[src/rtl/uart_cmd_pkg.sv]
// Shared types and constants for the UART command parser.
// Packets are five bytes long: sync, address, data high, data low, checksum.
package uart_cmd_pkg;

    typedef enum logic [2:0] {
        IDLE  = 3'd0,
        ADDR  = 3'd1,
        DHI   = 3'd2,
        DLO   = 3'd3,
        CHK   = 3'd4,
        WRITE = 3'd5
    } cmd_state_t;

    localparam int unsigned PKT_LEN = 5;
    localparam logic [7:0] SYNC_BYTE_DEFAULT = 8'hA5;

endpackage

[src/rtl/uart_gap_timer.sv]
// Inter-byte gap timer: counts idle cycles while enabled and flags expiry
// when TIMEOUT_CYCLES-1 is reached without a clear in the same cycle.
module uart_gap_timer #(
    parameter int unsigned TIMEOUT_CYCLES = 416_666
) (
    input  logic clk_in,
    input  logic rst_n_in,
    input  logic clear_in,
    input  logic enable_in,
    output logic expired_out
);

    localparam int unsigned CNT_W = $clog2(TIMEOUT_CYCLES);
    localparam logic [CNT_W-1:0] LAST = CNT_W'(TIMEOUT_CYCLES - 1);

    logic [CNT_W-1:0] cnt_q;
    logic [CNT_W-1:0] cnt_d;

    always_comb begin
        cnt_d = cnt_q;
        if (clear_in || !enable_in) begin
            cnt_d = '0;
        end else if (cnt_q == LAST) begin
            cnt_d = '0;
        end else begin
            cnt_d = cnt_q + 1'b1;
        end
    end

    always_ff @(posedge clk_in or negedge rst_n_in) begin
        if (!rst_n_in) begin
            cnt_q <= '0;
        end else begin
            cnt_q <= cnt_d;
        end
    end

    // An arriving byte (clear) always beats expiry in the same cycle.
    assign expired_out = enable_in && !clear_in && (cnt_q == LAST);

endmodule

[src/rtl/uart_cmd_parser.sv]
// Frames UART bytes into 5-byte register-write packets with checksum,
// gap timeout and saturating error count; all outputs are registered.
//
// state | meaning
// IDLE  | waiting for sync byte, other bytes dropped
// ADDR  | waiting for address byte
// DHI   | waiting for data high byte
// DLO   | waiting for data low byte
// CHK   | waiting for checksum byte
// WRITE | one-cycle write strobe; incoming byte handled as in IDLE
module uart_cmd_parser
    import uart_cmd_pkg::*;
#(
    parameter logic [7:0]  SYNC_BYTE      = SYNC_BYTE_DEFAULT,
    parameter int unsigned TIMEOUT_CYCLES = 416_666,
    parameter int unsigned ERR_CNT_WIDTH  = 8
) (
    input  logic                     clk_in,
    input  logic                     rst_n_in,
    input  logic                     rx_valid_in,
    input  logic [7:0]               rx_byte_in,
    output logic                     wr_en_out,
    output logic [7:0]               wr_addr_out,
    output logic [15:0]              wr_data_out,
    output logic                     busy_out,
    output logic                     err_crc_out,
    output logic                     err_timeout_out,
    output logic [ERR_CNT_WIDTH-1:0] err_count_out
);

    cmd_state_t state_q, state_d;
    logic [7:0]  addr_q, addr_d, dhi_q, dhi_d, dlo_q, dlo_d, chk_q, chk_d;
    logic        wr_en_q, wr_en_d, busy_q, busy_d;
    logic [7:0]  wr_addr_q, wr_addr_d;
    logic [15:0] wr_data_q, wr_data_d;
    logic        err_crc_q, err_crc_d, err_to_q, err_to_d;
    logic [ERR_CNT_WIDTH-1:0] err_cnt_q, err_cnt_d;
    logic        timed, expired;

    assign timed = (state_q == ADDR) || (state_q == DHI) ||
                   (state_q == DLO)  || (state_q == CHK);

    uart_gap_timer #(.TIMEOUT_CYCLES(TIMEOUT_CYCLES)) u_gap_timer (
        .clk_in      (clk_in),
        .rst_n_in    (rst_n_in),
        .clear_in    (rx_valid_in),
        .enable_in   (timed),
        .expired_out (expired)
    );

    always_comb begin
        state_d   = state_q;
        addr_d    = addr_q;
        dhi_d     = dhi_q;
        dlo_d     = dlo_q;
        chk_d     = chk_q;
        err_crc_d = 1'b0;
        err_to_d  = 1'b0;
        case (state_q)
            IDLE, WRITE: begin
                state_d = IDLE;
                if (rx_valid_in && (rx_byte_in == SYNC_BYTE)) begin
                    state_d = ADDR;
                    chk_d   = '0;
                end
            end
            ADDR, DHI, DLO: begin
                if (rx_valid_in) begin
                    chk_d = chk_q ^ rx_byte_in;
                    if (state_q == ADDR) begin
                        addr_d  = rx_byte_in;
                        state_d = DHI;
                    end else if (state_q == DHI) begin
                        dhi_d   = rx_byte_in;
                        state_d = DLO;
                    end else begin
                        dlo_d   = rx_byte_in;
                        state_d = CHK;
                    end
                end else if (expired) begin
                    state_d  = IDLE;
                    err_to_d = 1'b1;
                end
            end
            CHK: begin
                if (rx_valid_in) begin
                    if (rx_byte_in == chk_q) begin
                        state_d = WRITE;
                    end else begin
                        state_d   = IDLE;
                        err_crc_d = 1'b1;
                    end
                end else if (expired) begin
                    state_d  = IDLE;
                    err_to_d = 1'b1;
                end
            end
            default: state_d = IDLE;
        endcase

        wr_en_d   = (state_d == WRITE);
        busy_d    = (state_d != IDLE);
        wr_addr_d = wr_en_d ? addr_q : wr_addr_q;
        wr_data_d = wr_en_d ? {dhi_q, dlo_q} : wr_data_q;
        err_cnt_d = err_cnt_q;
        if ((err_crc_d || err_to_d) && (err_cnt_q != '1)) begin
            err_cnt_d = err_cnt_q + 1'b1;
        end
    end

    always_ff @(posedge clk_in or negedge rst_n_in) begin
        if (!rst_n_in) begin
            state_q   <= IDLE;
            addr_q    <= '0;
            dhi_q     <= '0;
            dlo_q     <= '0;
            chk_q     <= '0;
            wr_en_q   <= 1'b0;
            wr_addr_q <= '0;
            wr_data_q <= '0;
            busy_q    <= 1'b0;
            err_crc_q <= 1'b0;
            err_to_q  <= 1'b0;
            err_cnt_q <= '0;
        end else begin
            state_q   <= state_d;
            addr_q    <= addr_d;
            dhi_q     <= dhi_d;
            dlo_q     <= dlo_d;
            chk_q     <= chk_d;
            wr_en_q   <= wr_en_d;
            wr_addr_q <= wr_addr_d;
            wr_data_q <= wr_data_d;
            busy_q    <= busy_d;
            err_crc_q <= err_crc_d;
            err_to_q  <= err_to_d;
            err_cnt_q <= err_cnt_d;
        end
    end

    assign wr_en_out       = wr_en_q;
    assign wr_addr_out     = wr_addr_q;
    assign wr_data_out     = wr_data_q;
    assign busy_out        = busy_q;
    assign err_crc_out     = err_crc_q;
    assign err_timeout_out = err_to_q;
    assign err_count_out   = err_cnt_q;

endmodule
[config.mk]
export PLATFORM = sky130hd
export DESIGN_NAME = uart_cmd_parser
export DESIGN_NICKNAME = d
export VERILOG_FILES = /design/src/rtl/uart_cmd_pkg.sv /design/src/rtl/uart_gap_timer.sv /design/src/rtl/uart_cmd_parser.sv
export SDC_FILE = /design/constraint.sdc
export NUM_CORES = 1
export LEC_CHECK = 0
export CAP_MARGIN = 10
export CORE_MARGIN = 1
export CORE_UTILIZATION = 50
export CTS_CLUSTER_DIAMETER = 30
export DETAILED_ROUTE_END_ITERATION = 7
export PLACE_DENSITY = 0.72
export SLEW_MARGIN = 40
export SYNTH_ARGS = -nofsm -noshare
export SYNTH_HDL_FRONTEND = slang
export SYNTH_HIERARCHICAL = 1
export SYNTH_SLANG_ARGS = --single-unit
export TNS_END_PERCENT = 10
[constraint.sdc]
create_clock -name clk_in -period 2.35 [get_ports clk_in]
set_clock_uncertainty 0.15 [all_clocks]
set_input_delay 0.5875 -clock clk_in [delete_from_list [all_inputs] [get_ports clk_in]]
set_output_delay 0.5875 -clock clk_in [all_outputs]
set_load 0.02 [all_outputs]
; Yosys cells after proc, flatten, opt, wreduce, memory -nomap -nowiden
; Index checks and enable logic that the tools add are counted.
[op_classes]
addsub = 2
n_reduce_logical = 21
n_eq_ne = 12
n_mux = 19
n_bitwise = 3
[op_table]
columns = operator, count
row1 = two-way mux 19 bit, 2
row2 = adder 19 x 1 -> 19 bit (second input constant), 1
row3 = == test 19 bit (second input constant), 1
row4 = two-way mux 3 bit, 6
row5 = two-way mux 8 bit, 2
row6 = one-hot mux 8 bit (2 select lines), 1
row7 = == test 3 bit (second input constant), 3
row8 = one-hot mux 3 bit (3 select lines), 1
row9 = adder 8 x 1 -> 8 bit (second input constant), 1
row10 = == test 8 bit, 1
row11 = == test 8 bit (second input constant), 1
row12 = inequality test 8 bit (second input constant), 1
row13 = AND reduction 4 bit, 2
row14 = bitwise XOR 8 bit, 1
row15 = two-way mux 1 bit, 7
row16 = == test 3 x 2 -> 1 bit (second input constant), 2
row17 = AND reduction 3 bit, 2
row18 = logical OR 1 bit, 5
row19 = logical AND 1 bit, 4
row20 = inequality test 2 bit (second input constant), 2
row21 = OR reduction 4 bit, 1
row22 = == test 3 x 1 -> 1 bit (second input constant), 1
row23 = logical NOT 3 bit, 1
row24 = nonzero test 3 bit, 1
row25 = 5 further kinds, 7
[word_totals]
in_bits = 11
register_bits = 90
output_inout_bits = 36
wordCells = 70

; Logic depth before layout (Yosys ltp)
; Gate-level depths: netlist (run 1).
[depth]
ltp_word = 11
ltp_mapped = 11
mapped_depth_nobuf = 10

; Cells and area by module
; Netlist (run 1), hierarchy kept.
[by_module_without_submodules]
columns = mod, area_per_inst_um2, n_inst, cells_per_inst
row1 = uart_cmd_parser, 3108.0, 1, 222
row2 = uart_gap_timer, 1016.0, 1, 104

; Worst setup path before layout (run 1)
; Ideal clock, no wire load.
[synth_path]
kind = register -> register
start = register u_gap_timer.cnt_q[7]
end = register err_cnt_q[1], in the netlist err_count_out[1]
arrival_time_ns = 2.232
path_buffers = 1
synth_period_minus_slack_ns = 2.507
stages_incl_launch_ff = 10
setup_slack_ns = -0.157
setup_time_ns = 0.125
cell_sequence = dfrtp_1 nand3_4 or4_4 nor2_1 and2_1 nand2b_1 nor2b_1 clkbuf_1 o21a_1 mux2_2
[synth_between]
elab_chain_cells = 7
[synth_rtl]
columns = item, line
row1 = from (decl), uart_gap_timer.sv:16  ; logic [CNT_W-1:0] cnt_q;
row2 = from (signal assigned), uart_gap_timer.sv:34  ; cnt_q <= cnt_d;
row3 = == test 19 bit, uart_gap_timer.sv:39  ; assign expired_out = enable_in && !clear_in && (cnt_q == LAST);
row4 = logical AND 1 bit, uart_gap_timer.sv:39
row5 = net expired, uart_cmd_parser.sv:38  ; logic timed, expired;
row6 = two-way mux 1 bit, "uart_cmd_parser.sv:80, uart_cmd_parser.sv:93"
row7 = two-way mux 1 bit, uart_cmd_parser.sv:86  ; if (rx_valid_in) begin
row8 = two-way mux 1 bit, --
row9 = net err_to_d, uart_cmd_parser.sv:36  ; logic err_crc_q, err_crc_d, err_to_q, err_to_d;
row10 = logical OR 1 bit, uart_cmd_parser.sv:106  ; if ((err_crc_d || err_to_d) && (err_cnt_q != '1)) begin
row11 = logical AND 1 bit, uart_cmd_parser.sv:106
row12 = to (signal assigned), uart_cmd_parser.sv:137  ; err_cnt_q <= err_cnt_d;
row13 = to (decl), uart_cmd_parser.sv:37  ; logic [ERR_CNT_WIDTH-1:0] err_cnt_q, err_cnt_d;
; The timed path passes the listed nets, and every way through them passes these cells.
; A chain may end at the register's enable or synchronous reset.

; Final worst setup path (run 1)
[layout_path]
start = register u_gap_timer.cnt_q[1]
end = register err_cnt_q[1], in the netlist err_count_out[1]
[layout_between]
elab_chain_cells = 7
[layout_rtl]
columns = item, line
row1 = == test 19 bit, uart_gap_timer.sv:39
row2 = logical AND 1 bit, uart_gap_timer.sv:39
row3 = net expired, uart_cmd_parser.sv:38
row4 = two-way mux 1 bit, "uart_cmd_parser.sv:80, uart_cmd_parser.sv:93"
row5 = two-way mux 1 bit, uart_cmd_parser.sv:86
row6 = two-way mux 1 bit, --
row7 = logical OR 1 bit, uart_cmd_parser.sv:106
row8 = logical AND 1 bit, uart_cmd_parser.sv:106
; The timed path passes the listed nets, and every way through them passes these cells.

==> run_results.csv, run 1 <==
group,metric,value,unit
power,power.ir.vdd_worst,0.3467,mV
routing,drt_drc_violations_left,0,
synth,yosys_warnings,6,
setup_path,end_kind,"flop",
power,netSwitchingFraction,0.3080,
final_layout,layout-area-overhead-vs-synth,29.95,%
setup_path,critical_path_arrival,2.59,ns
cts,cts-root-to-sink-buffers,2,
cts,clockRootBuffer,"clkbuf_8",
synth,synth.net_count,340,
timing,min_period_over_period,1.066,
cts,post_cts_hold_buffer_count,0,
floorplanning,row_count,32,
synth,edff_count_synth,0,
power,leakagePower,2.473,nW
global_route,grt_pass1_vias,2846,
timing,worst_slew_pin_slew,0.4837,ns
cts,cts.clk_slew.worst_paths,0.10,ns
global_route,grt_use_total,0.2165,
synth,synth_async_sr_flop_share,1.000,
timing,setup_violations,12,
placement,dpl_worst_slack,-0.5315,ns
worst_hold_path,min_path_type,"input pin to async pin",
routing,route.detailed.wl_per_inst,16.43,um
timing,timing.fmax,399.0,MHz
power,clock_power_share,0.229,
final_layout,final_net_count,438,
power,power_frac_seq,0.465,
cts,cts_tree,"built",
floorplanning,placeableCoreArea,7848,sq um
cts,tritoncts_sink_count,90,
final_layout,layout.cells.non_filler,530,
timing,max_slew_margin,0.6763,
final_layout,final_common_cell,"dfrtp_1",
global_route,grt_overflow,0,
placement,gp_congestion,0.7984,
outcome,failed_checks,"setup timing",
floorplanning,die_w,92.82,um
routing,via_per_inst,5.319,
synth,ys_types,47,
setup_path,critical_path.max_fanout,6,
synth,synth-seq-area-share,0.5461,
timing,maxSlewViolCount,0,
placement,hpwlAfterDp,5661,um
final_layout,most-common-layout-cells,"90 x dfrtp_1, 49 x buf_4, 38 x clkdlybuf4s50_1",
synth,synthFlopType,"dfrtp_1",
routing,dr_total_vias,2819,
routing,first_pass_iters,4,
cts,worst_skew_pair.late_latency,0.36,ns
synth,post_synthesis_average_cell_area,12.65,sq um
timing,postLayoutSetupSlackWorst,-0.1562,ns
outcome,run_status,"finished with violations",
cts,cts_buffer_count,9,
synth,synth.cell_area,4124,sq um
routing,detail-route-antenna-nets,0,
placement,post_dp_cell_area,4996,sq um
cts,htree_num_levels,3,
floorplanning,floorplan.initialDensity,0.5255,
setup_path,timing.setup.critical_path_class,"flop to flop",
global_route,global_route_wire_length_before_repair,14260,um
timing,timing.final.hold_violations,0,
global_route,grt_antenna_before_repair,0,
timing,grt_setup_unrepaired,"yes",
power,switching_power,0.001449,W
timing,holdWs,0.1207,ns
placement,quantity_of_i_o_buffers_inserted_on_ports,46,
final_layout,finalInstanceArea,5359,sq um
placement,placedCellCount,507,
power,power_per_cell_area,877.7,nW/um^2
final_layout,layout.filler_cells,582,
routing,detailedRoute.firstIterationViolations,143,
floorplanning,num_io_pins,47,
synth,synthCells,326,
timing,finalCriticalPeriod,2.506,ns
floorplanning,die_h,92.82,um
routing,route.final.wire_length,8707,um
synth,synth_seq_cells,90,
final_layout,post_route_cells_drive_above_1_share,0.3248,
power,share_comb_of_total_power,0.306,
floorplanning,floorplan_die_area,8616,sq um
flow_run,max-cap-violations,0,
setup_path,cp-start-kind,"flop",
final_layout,n_antenna_cell,0,
power,intPower,0.003255,W
global_route,grt_max_degree,91,
setup_path,required_time_worst_endpoint,2.44,ns
[cell type report]
class                      count  area (sq um)  share of cell area
clock buffer                  10         137.6             0.02568
sequential                    90          2252              0.4203
inverter                       4         15.01            0.002802
multi-input combinational    219          1818              0.3392
timing repair buffer         100         945.9              0.1765
tap                          102         127.6             0.02382
clock inverter                 5         62.56             0.01167
[cells by family (layout without fill, tap and decap cells)]
family	Yosys count	in the layout	share of synthesized area
and+or+nand+nor	99	99	0.1356
DFF	90	90	0.5461
muxes	54	54	0.1644
AOI/OAI and AO/OA	34	34	0.05552
xor gates and xnor gates	29	29	0.06159
buffers and inverters	17	119	0.02761
adders and majority gates	3	3	0.009103
[cells in the mapped netlist, types with 2 or more instances]
cell / number / area [sq um]
nor2b_1: 4 / 25.02
and4_1: 2 / 17.52
a21o_1: 9 / 67.56
and3_1: 2 / 12.51
nand3_1: 9 / 45.04
o21ai_0: 12 / 60.06
nand2b_1: 2 / 12.51
inv_1: 4 / 15.01
clkbuf_1: 7 / 26.28
nor3_1: 5 / 25.02
nor2_1: 26 / 97.59
a22oi_1: 2 / 15.01
ha_1: 3 / 37.54
nor3b_1: 8 / 60.06
and2_1: 2 / 12.51
buf_2: 2 / 10.01
xor2_1: 12 / 105.1
nand4_1: 5 / 31.28
mux2_4: 19 / 285.3
buf_6: 2 / 22.52
buf_12: 2 / 40.04
a21oi_1: 3 / 15.01
xnor2_1: 17 / 148.9
mux2_2: 34 / 382.9
nor4b_1: 2 / 17.52
dfrtp_1: 90 / 2252
nor4_1: 8 / 50.05
nand2_1: 14 / 52.55
[per-layer routing]
layer | global-route usage | share of wire
met1 | 0.2903 | 0.45
met2 | 0.3536 | 0.50
met3 | 0.04105 | 0.035
met4 | 0.07179 | 0.012
met5 | 0 | 0
[stage by stage]
stage	power, W	utilization	TNS (ns)
6_report	0.004703	0.6829	-0.6443
5_1_grt	0.004967	0.6829	-2.423
4_1_cts	0.004718	0.6771	-0.2792
3_5_place_dp	0.003604	0.6366	-19.01
3_3_place_gp	0.003534	0.6366	-19.39
2_1_floorplan	0.003039	-	-0.02971
[sequential cells by signal, indices dropped and copies added, names as in the netlist]
signal,cells
err_timeout_out,1
err_crc_out,1
state_q,3
wr_data_out,16
dhi_q,8
u_gap_timer/cnt_q,19
dlo_q,8
wr_en_out,1
chk_q,8
err_count_out,8
addr_q,8
busy_out,1
wr_addr_out,8
[timing repair]
item / 4_1_cts / 5_1_grt
buffers inserted: 5 / 1
resized for setup: 12 / 7
endpoints found under the setup margin: 32 / 33
gates cloned: 2 / 0
pin swaps: 4 / 3
hold endpoints to repair: 0 / 0
[critical path, cell delays in order, from the launching register on]
cell and delay, ns:
dfrtp_1 0.39, inv_1 0.06, ha_1 0.14, nand4bb_1 0.10, or4_4 0.52, nor2_4 0.12
and2_4 0.16, nand2b_4 0.06, nor2b_4 0.12, buf_6 0.12, o21a_1 0.13, mux2_2 0.33
[path summary, 6_finish.rpt]
check	start	slack [ns]	end	cells past startpoint
max in group asynchronous	rst_n_in	1.56	u_gap_timer/cnt_q[6]	2
worst min register to register	addr_q[4]	0.35	wr_addr_out[4]	1
min in group clk_in	addr_q[4]	0.35	wr_addr_out[4]	1
worst max register to register	u_gap_timer/cnt_q[1]	-0.16	err_count_out[1]	11
worst max-delay path	u_gap_timer/cnt_q[1]	-0.16	err_count_out[1]	11
worst min-delay path	rst_n_in	0.12	wr_data_out[2]	2
[power by group through the flow]
stage	Combinational, W	Sequential [W]	Clock, W
2_1_floorplan	0.000763	0.00228	0
3_3_place_gp	0.00135	0.00219	0
3_5_place_dp	0.00139	0.00222	0
4_1_cts	0.00143	0.00218	0.00110
5_1_grt	0.00156	0.00224	0.00117
6_report	0.00144	0.00218	0.00108
Power figures use the tool's default switching activity.
==> run 2, diff against run 1 <==
--- a/config.mk
+++ b/config.mk
@@ -6,11 +6,13 @@
 export NUM_CORES = 1
 export LEC_CHECK = 0
 export CAP_MARGIN = 10
+export CELL_PAD_IN_SITES_DETAIL_PLACEMENT = 0
+export CELL_PAD_IN_SITES_GLOBAL_PLACEMENT = 2
 export CORE_MARGIN = 1
-export CORE_UTILIZATION = 50
+export CORE_UTILIZATION = 35
 export CTS_CLUSTER_DIAMETER = 30
 export DETAILED_ROUTE_END_ITERATION = 7
-export PLACE_DENSITY = 0.72
+export PLACE_DENSITY = 0.73
 export SLEW_MARGIN = 40
 export SYNTH_ARGS = -nofsm -noshare
 export SYNTH_HDL_FRONTEND = slang
==> run_results.csv, run 2 (synthesis results as in run 1) <==
group,metric,value,unit
placement,hpwlAfterDp,6024,um
cts,htree_num_levels,3,
power,power_per_cell_area,896.3,nW/um^2
cts,cts-root-to-sink-buffers,2,
final_layout,most-common-layout-cells,"90 x dfrtp_1, 52 x buf_4, 37 x clkdlybuf4s50_1",
routing,via_per_inst,4.821,
timing,grt_setup_unrepaired,"yes",
routing,route.final.wire_length,8739,um
global_route,grt_use_total,0.1525,
cts,clockRootBuffer,"clkbuf_16",
placement,gp_congestion,0.7409,
power,switching_power,0.001475,W
timing,timing.final.hold_violations,0,
setup_path,cp-start-kind,"flop",
outcome,run_status,"finished with violations",
routing,route.detailed.wl_per_inst,15.17,um
final_layout,n_antenna_cell,0,
final_layout,final_net_count,442,
timing,max_slew_margin,0.7408,
global_route,grt_overflow,0,
final_layout,layout.filler_cells,1034,
final_layout,largest_register_ff_count,19,
routing,detailedRoute.firstIterationViolations,72,
power,intPower,0.003472,W
power,leakagePower,2.531,nW
timing,setup_violations,9,
outcome,failed_checks,"setup timing",
power,clock_power_share,0.274,
routing,drt_drc_violations_left,0,
setup_path,required_time_worst_endpoint,2.42,ns
placement,quantity_of_i_o_buffers_inserted_on_ports,46,
global_route,grt_max_degree,38,
setup_path,critical_path.slowest_cell,"or4_4",
cts,cts.clk_slew.worst_paths,0.07,ns
cts,cts_buffer_count,9,
final_layout,register_with_the_most_flip_flops,"u_gap_timer/cnt_q",
floorplanning,floorplan.initialDensity,0.3596,
timing,worst_slew_pin_slew,0.3877,ns
setup_path,critical_path_arrival,2.56,ns
timing,holdWs,0.3520,ns
cts,cts_tree,"built",
cts,tritoncts_sink_count,90,
timing,timing.fmax,401.6,MHz
final_layout,layout-area-overhead-vs-synth,33.83,%
power,share_comb_of_total_power,0.286,
final_layout,final_common_cell,"dfrtp_1",
timing,maxSlewViolCount,0,
global_route,grt_pass1_vias,2871,
final_layout,post_route_cells_drive_above_1_share,0.3279,
power,power_frac_seq,0.440,
global_route,global_route_wire_length_before_repair,14520,um
floorplanning,floorplan_die_area,12220,sq um
routing,detail-route-antenna-nets,0,
timing,setup_tns,-0.5642,ns
power,power.ir.vdd_worst,0.5079,mV
floorplanning,die_h,110.6,um
timing,postLayoutSetupSlackWorst,-0.1399,ns
cts,worst_skew_pair.late_latency,0.34,ns
placement,dpl_worst_slack,-0.6533,ns
timing,finalCriticalPeriod,2.490,ns
routing,dr_total_vias,2777,
setup_path,timing.setup.critical_path_class,"flop to flop",
setup_path,timing.critical_path.slowest_cell_delay,0.46,ns
floorplanning,row_count,39,
floorplanning,num_io_pins,47,
global_route,grt_antenna_before_repair,0,
setup_path,path_cells,"inv_1 -> ha_2 -> nand4bb_1 -> or4_4 -> nor2_4 -> and2_4 -> nand2b_4 -> nor2b_1 -> buf_4 -> o21a_1 -> mux2_2",
timing,min_period_over_period,1.060,
setup_path,critical_path.max_fanout,6,
worst_hold_path,min_path_type,"flop to flop",
flow_run,max-cap-violations,0,
setup_path,end_kind,"flop",
floorplanning,die_w,110.6,um
power,netSwitchingFraction,0.2981,
floorplanning,placeableCoreArea,11470,sq um
routing,first_pass_iters,4,
[run 2: changes by cell type in the layout (fill, tap and decap cells not counted), sizes merged]
cell and delta:
bufbuf -2, clkdlybuf4s50 -1, clkinv +4, buf +5
dlygate4sd3 +1, bufinv -1, dlymetal6s2s +3, clkinvlp -2
dlygate4sd2 -2
[run 2: routing by layer]
metal	global-route usage	routed length, um
met5	0	0
met4	0.05333	117
met3	0.04226	284
met2	0.2501	4160
met1	0.1928	4177
[run 2: worst paths after layout]
path	from	to	slack, ns	depth (start not counted)
max in group asynchronous	rst_n_in	dhi_q[1]	0.99	3
setup reg to reg	u_gap_timer/cnt_q[1]	err_count_out[1]	-0.14	11
hold / removal	dlo_q[5]	wr_data_out[5]	0.35	1
min in group asynchronous	rst_n_in	addr_q[4]	0.52	2
setup / recovery	u_gap_timer/cnt_q[1]	err_count_out[1]	-0.14	11
hold reg to reg	dlo_q[5]	wr_data_out[5]	0.35	1
[run 2: layout make-up]
| cell class | instances | area, sq um | share of cell area |
|---|---|---|---|
| repair buffers | 104 | 970.9 | 0.1759 |
| multi-input cells | 219 | 1822 | 0.3301 |
| well taps | 143 | 178.9 | 0.03242 |
| clock buffers | 10 | 229.0 | 0.04149 |
| flip-flops and latches | 90 | 2252 | 0.4081 |
| clock inverters | 6 | 51.30 | 0.009295 |
| inverters | 4 | 15.01 | 0.002720 |
[run 2: power groups by stage]
stage / clock network (W) / registers [W] / logic (W)
after global placement: 0 / 0.00219 / 0.00139
after global routing: 0.00148 / 0.00223 / 0.00153
after CTS: 0.00141 / 0.00218 / 0.00144
final: 0.00135 / 0.00218 / 0.00141
after detailed placement: 0 / 0.00221 / 0.00141
after floorplan: 0 / 0.00228 / 0.000763
[run 2: what timing repair did]
| action | in CTS | in global routing |
|---|---|---|
| gates resized for setup | 13 | 9 |
| pin swaps | 3 | 2 |
| hold buffers | 1 | 0 |
| hold endpoints to repair | 17 | 0 |
| gates cloned | 1 | 0 |
| buffers inserted | 2 | 2 |
| endpoints found under the setup margin | 33 | 33 |
[run 2: per-stage QoR]
| stage | power, W | util | cell area [sq um] | instances |
|---|---|---|---|---|
| after floorplan | 0.003039 | - | 4128 | 326 |
| after global placement | 0.003583 | 0.4441 | 5092 | 554 |
| after detailed placement | 0.003622 | 0.4441 | 5092 | 554 |
| after CTS | 0.005035 | 0.4753 | 5450 | 574 |
| after global routing | 0.005246 | 0.4813 | 5519 | 576 |
| final | 0.004947 | 0.4813 | 5519 | 576 |
[run 2: worst max-delay path, delay by kind of cell (launching register included)]
kind | cells | cell delay, ns
AO/OA/AOI/OAI | 1 | 0.15
multiplexers | 1 | 0.33
buffers and inverters | 2 | 0.22
adder cells (fa/ha/maj) | 1 | 0.16
AND/OR/NAND/NOR | 6 | 1.00
flip-flops | 1 | 0.37
==> run 3, diff against run 2 <==
--- a/config.mk
+++ b/config.mk
@@ -12,6 +12,7 @@
 export CORE_UTILIZATION = 35
 export CTS_CLUSTER_DIAMETER = 30
 export DETAILED_ROUTE_END_ITERATION = 7
+export MAX_ROUTING_LAYER = met4
 export PLACE_DENSITY = 0.73
 export SLEW_MARGIN = 40
 export SYNTH_ARGS = -nofsm -noshare
==> run_results.csv, run 3 (synthesis results as in run 1) <==
group,metric,value,unit
setup_path,critical_path_arrival,2.56,ns
power,power,0.004947,W
timing,grt_setup_unrepaired,"yes",
placement,hpwlAfterDp,6024,um
setup_path,crit_cells,11,
final_layout,post_route_cells_drive_above_1_share,0.3279,
setup_path,critical_path.slowest_cell,"or4_4",
placement,quantity_of_i_o_buffers_inserted_on_ports,46,
routing,via_per_inst,4.826,
setup_path,path_cells,"inv_1 -> ha_2 -> nand4bb_1 -> or4_4 -> nor2_4 -> and2_4 -> nand2b_4 -> nor2b_1 -> buf_4 -> o21a_1 -> mux2_2",
worst_hold_path,min_path_type,"flop to flop",
floorplanning,placeableCoreArea,11470,sq um
cts,cts_tree,"built",
global_route,global_route_wire_length_before_repair,14530,um
floorplanning,num_io_pins,47,
cts,cts_buffer_count,9,
timing,finalCriticalPeriod,2.490,ns
final_layout,most-common-layout-cells,"90 x dfrtp_1, 52 x buf_4, 37 x clkdlybuf4s50_1",
floorplanning,die_w,110.6,um
timing,postLayoutSetupSlackWorst,-0.1397,ns
power,power_per_cell_area,896.3,nW/um^2
cts,worst_skew_pair.late_latency,0.34,ns
setup_path,cp-start-kind,"flop",
routing,detailedRoute.firstIterationViolations,80,
floorplanning,floorplan_die_area,12220,sq um
power,leakagePower,2.531,nW
setup_path,critical-path-top-delay-family,"simple AND/OR/NAND/NOR gates",
power,power.ir.vdd_worst,0.5084,mV
final_layout,layout-area-overhead-vs-synth,33.83,%
placement,dpl_worst_slack,-0.6533,ns
final_layout,largest_register_ff_count,19,
routing,drt_drc_violations_left,0,
floorplanning,die_h,110.6,um
setup_path,timing.critical_path.slowest_cell_delay,0.46,ns
cts,cts-root-to-sink-buffers,2,
worst_hold_path,whs_path_depth,1,
cts,tritoncts_sink_count,90,
placement,gp_congestion,0.7502,
flow_run,max-cap-violations,0,
final_layout,n_antenna_cell,0,
final_layout,register_with_the_most_flip_flops,"u_gap_timer/cnt_q",
timing,setup_violations,9,
timing,max_slew_margin,0.7333,
outcome,run_status,"finished with violations",
global_route,grt_use_total,0.1568,
routing,first_pass_iters,6,
setup_path,critical_path.max_fanout,6,
timing,timing.final.hold_violations,0,
floorplanning,floorplan.initialDensity,0.3596,
routing,dr_total_vias,2780,
outcome,failed_checks,"setup timing",
global_route,grt_antenna_before_repair,0,
routing,route.detailed.wl_per_inst,15.18,um
timing,timing.fmax,401.7,MHz
setup_path,timing.setup.critical_path_class,"flop to flop",
setup_path,worst-path-buf-inv,2,
final_layout,final_common_cell,"dfrtp_1",
cts,cts.clk_slew.worst_paths,0.07,ns
timing,maxSlewViolCount,0,
cts,clockRootBuffer,"clkbuf_16",
setup_path,required_time_worst_endpoint,2.42,ns
routing,route.final.wire_length,8742,um
timing,min_period_over_period,1.059,
cts,htree_num_levels,3,
global_route,grt_max_degree,38,
final_layout,layout.filler_cells,1034,
floorplanning,row_count,39,
global_route,grt_overflow,0,
routing,detail-route-antenna-nets,0,
final_layout,final_net_count,442,
setup_path,depth_of_the_most_critical_reg_to_reg_path,11,
setup_path,end_kind,"flop",
timing,worst_slew_pin_slew,0.3990,ns
global_route,grt_pass1_vias,2877,
## run 3: cell counts in the layout (fill, tap and decap cells not counted)
No cell type changed its count.
## run 3: path summary, 6_finish.rpt
check	end	slack [ns]	from
hold / removal	wr_data_out[5]	0.35	dlo_q[5]
min in group asynchronous	addr_q[4]	0.52	rst_n_in
max in group asynchronous	dhi_q[1]	0.99	rst_n_in
hold reg to reg	wr_data_out[5]	0.35	dlo_q[5]
setup reg to reg	err_count_out[1]	-0.14	u_gap_timer/cnt_q[1]
setup / recovery	err_count_out[1]	-0.14	u_gap_timer/cnt_q[1]
## run 3: through the flow
step                      hold slack (ns)  cells  TNS [ns]  utilization  instance area [sq um]
after floorplan                    0.1419    326  -0.02971            -                   4128
after global placement             0.3360    554    -23.52       0.4441                   5092
after detailed placement           0.3415    554    -23.54       0.4441                   5092
after CTS                          0.3528    574   -0.3527       0.4753                   5450
after global routing               0.3707    576    -1.410       0.4813                   5519
final                              0.3517    576   -0.5634       0.4813                   5519
## run 3: cell type report
| cell class | instances | area [sq um] | share of cell area |
|---|---|---|---|
| Clock buffer | 10 | 229.0 | 0.04149 |
| Multi-Input combinational cell | 219 | 1822 | 0.3301 |
| Timing Repair Buffer | 104 | 970.9 | 0.1759 |
| Tap cell | 143 | 178.9 | 0.03242 |
| Sequential cell | 90 | 2252 | 0.4081 |
| Clock inverter | 6 | 51.30 | 0.009295 |
| Inverter | 4 | 15.01 | 0.002720 |
## run 3: where the power goes
part | switching, W | internal (W)
logic | 0.000618 | 0.000797
registers | 0.000234 | 0.00194
clock network | 0.000623 | 0.000732
total | 0.00147 | 0.00347
## run 3: timing repair
item                                    4_1_cts  5_1_grt
buffers inserted                              2        2
hold buffers                                  1        0
pin swaps                                     3        2
endpoints found under the setup margin       33       33
hold endpoints to repair                     17        0
cloned                                        1        0
resized for setup                            13        9
## run 3: layer usage
layer,global-route usage,vias up,part of all wire
met5,-,-,0
met2,0.2501,43,0.48
met3,0.03952,7,0.027
li1,-,1366,-
met4,0.05333,0,0.010
met1,0.1939,1364,0.48
## run 3: worst reg2reg max path, delay by kind of cell, from the launching register on
kind | cells | cell delay (ns)
flip-flops | 1 | 0.37
buffers and inverters | 2 | 0.22
adder cells (fa/ha/maj) | 1 | 0.16
AND/OR/NAND/NOR | 6 | 1.00
AO/OA/AOI/OAI | 1 | 0.15
multiplexers | 1 | 0.33
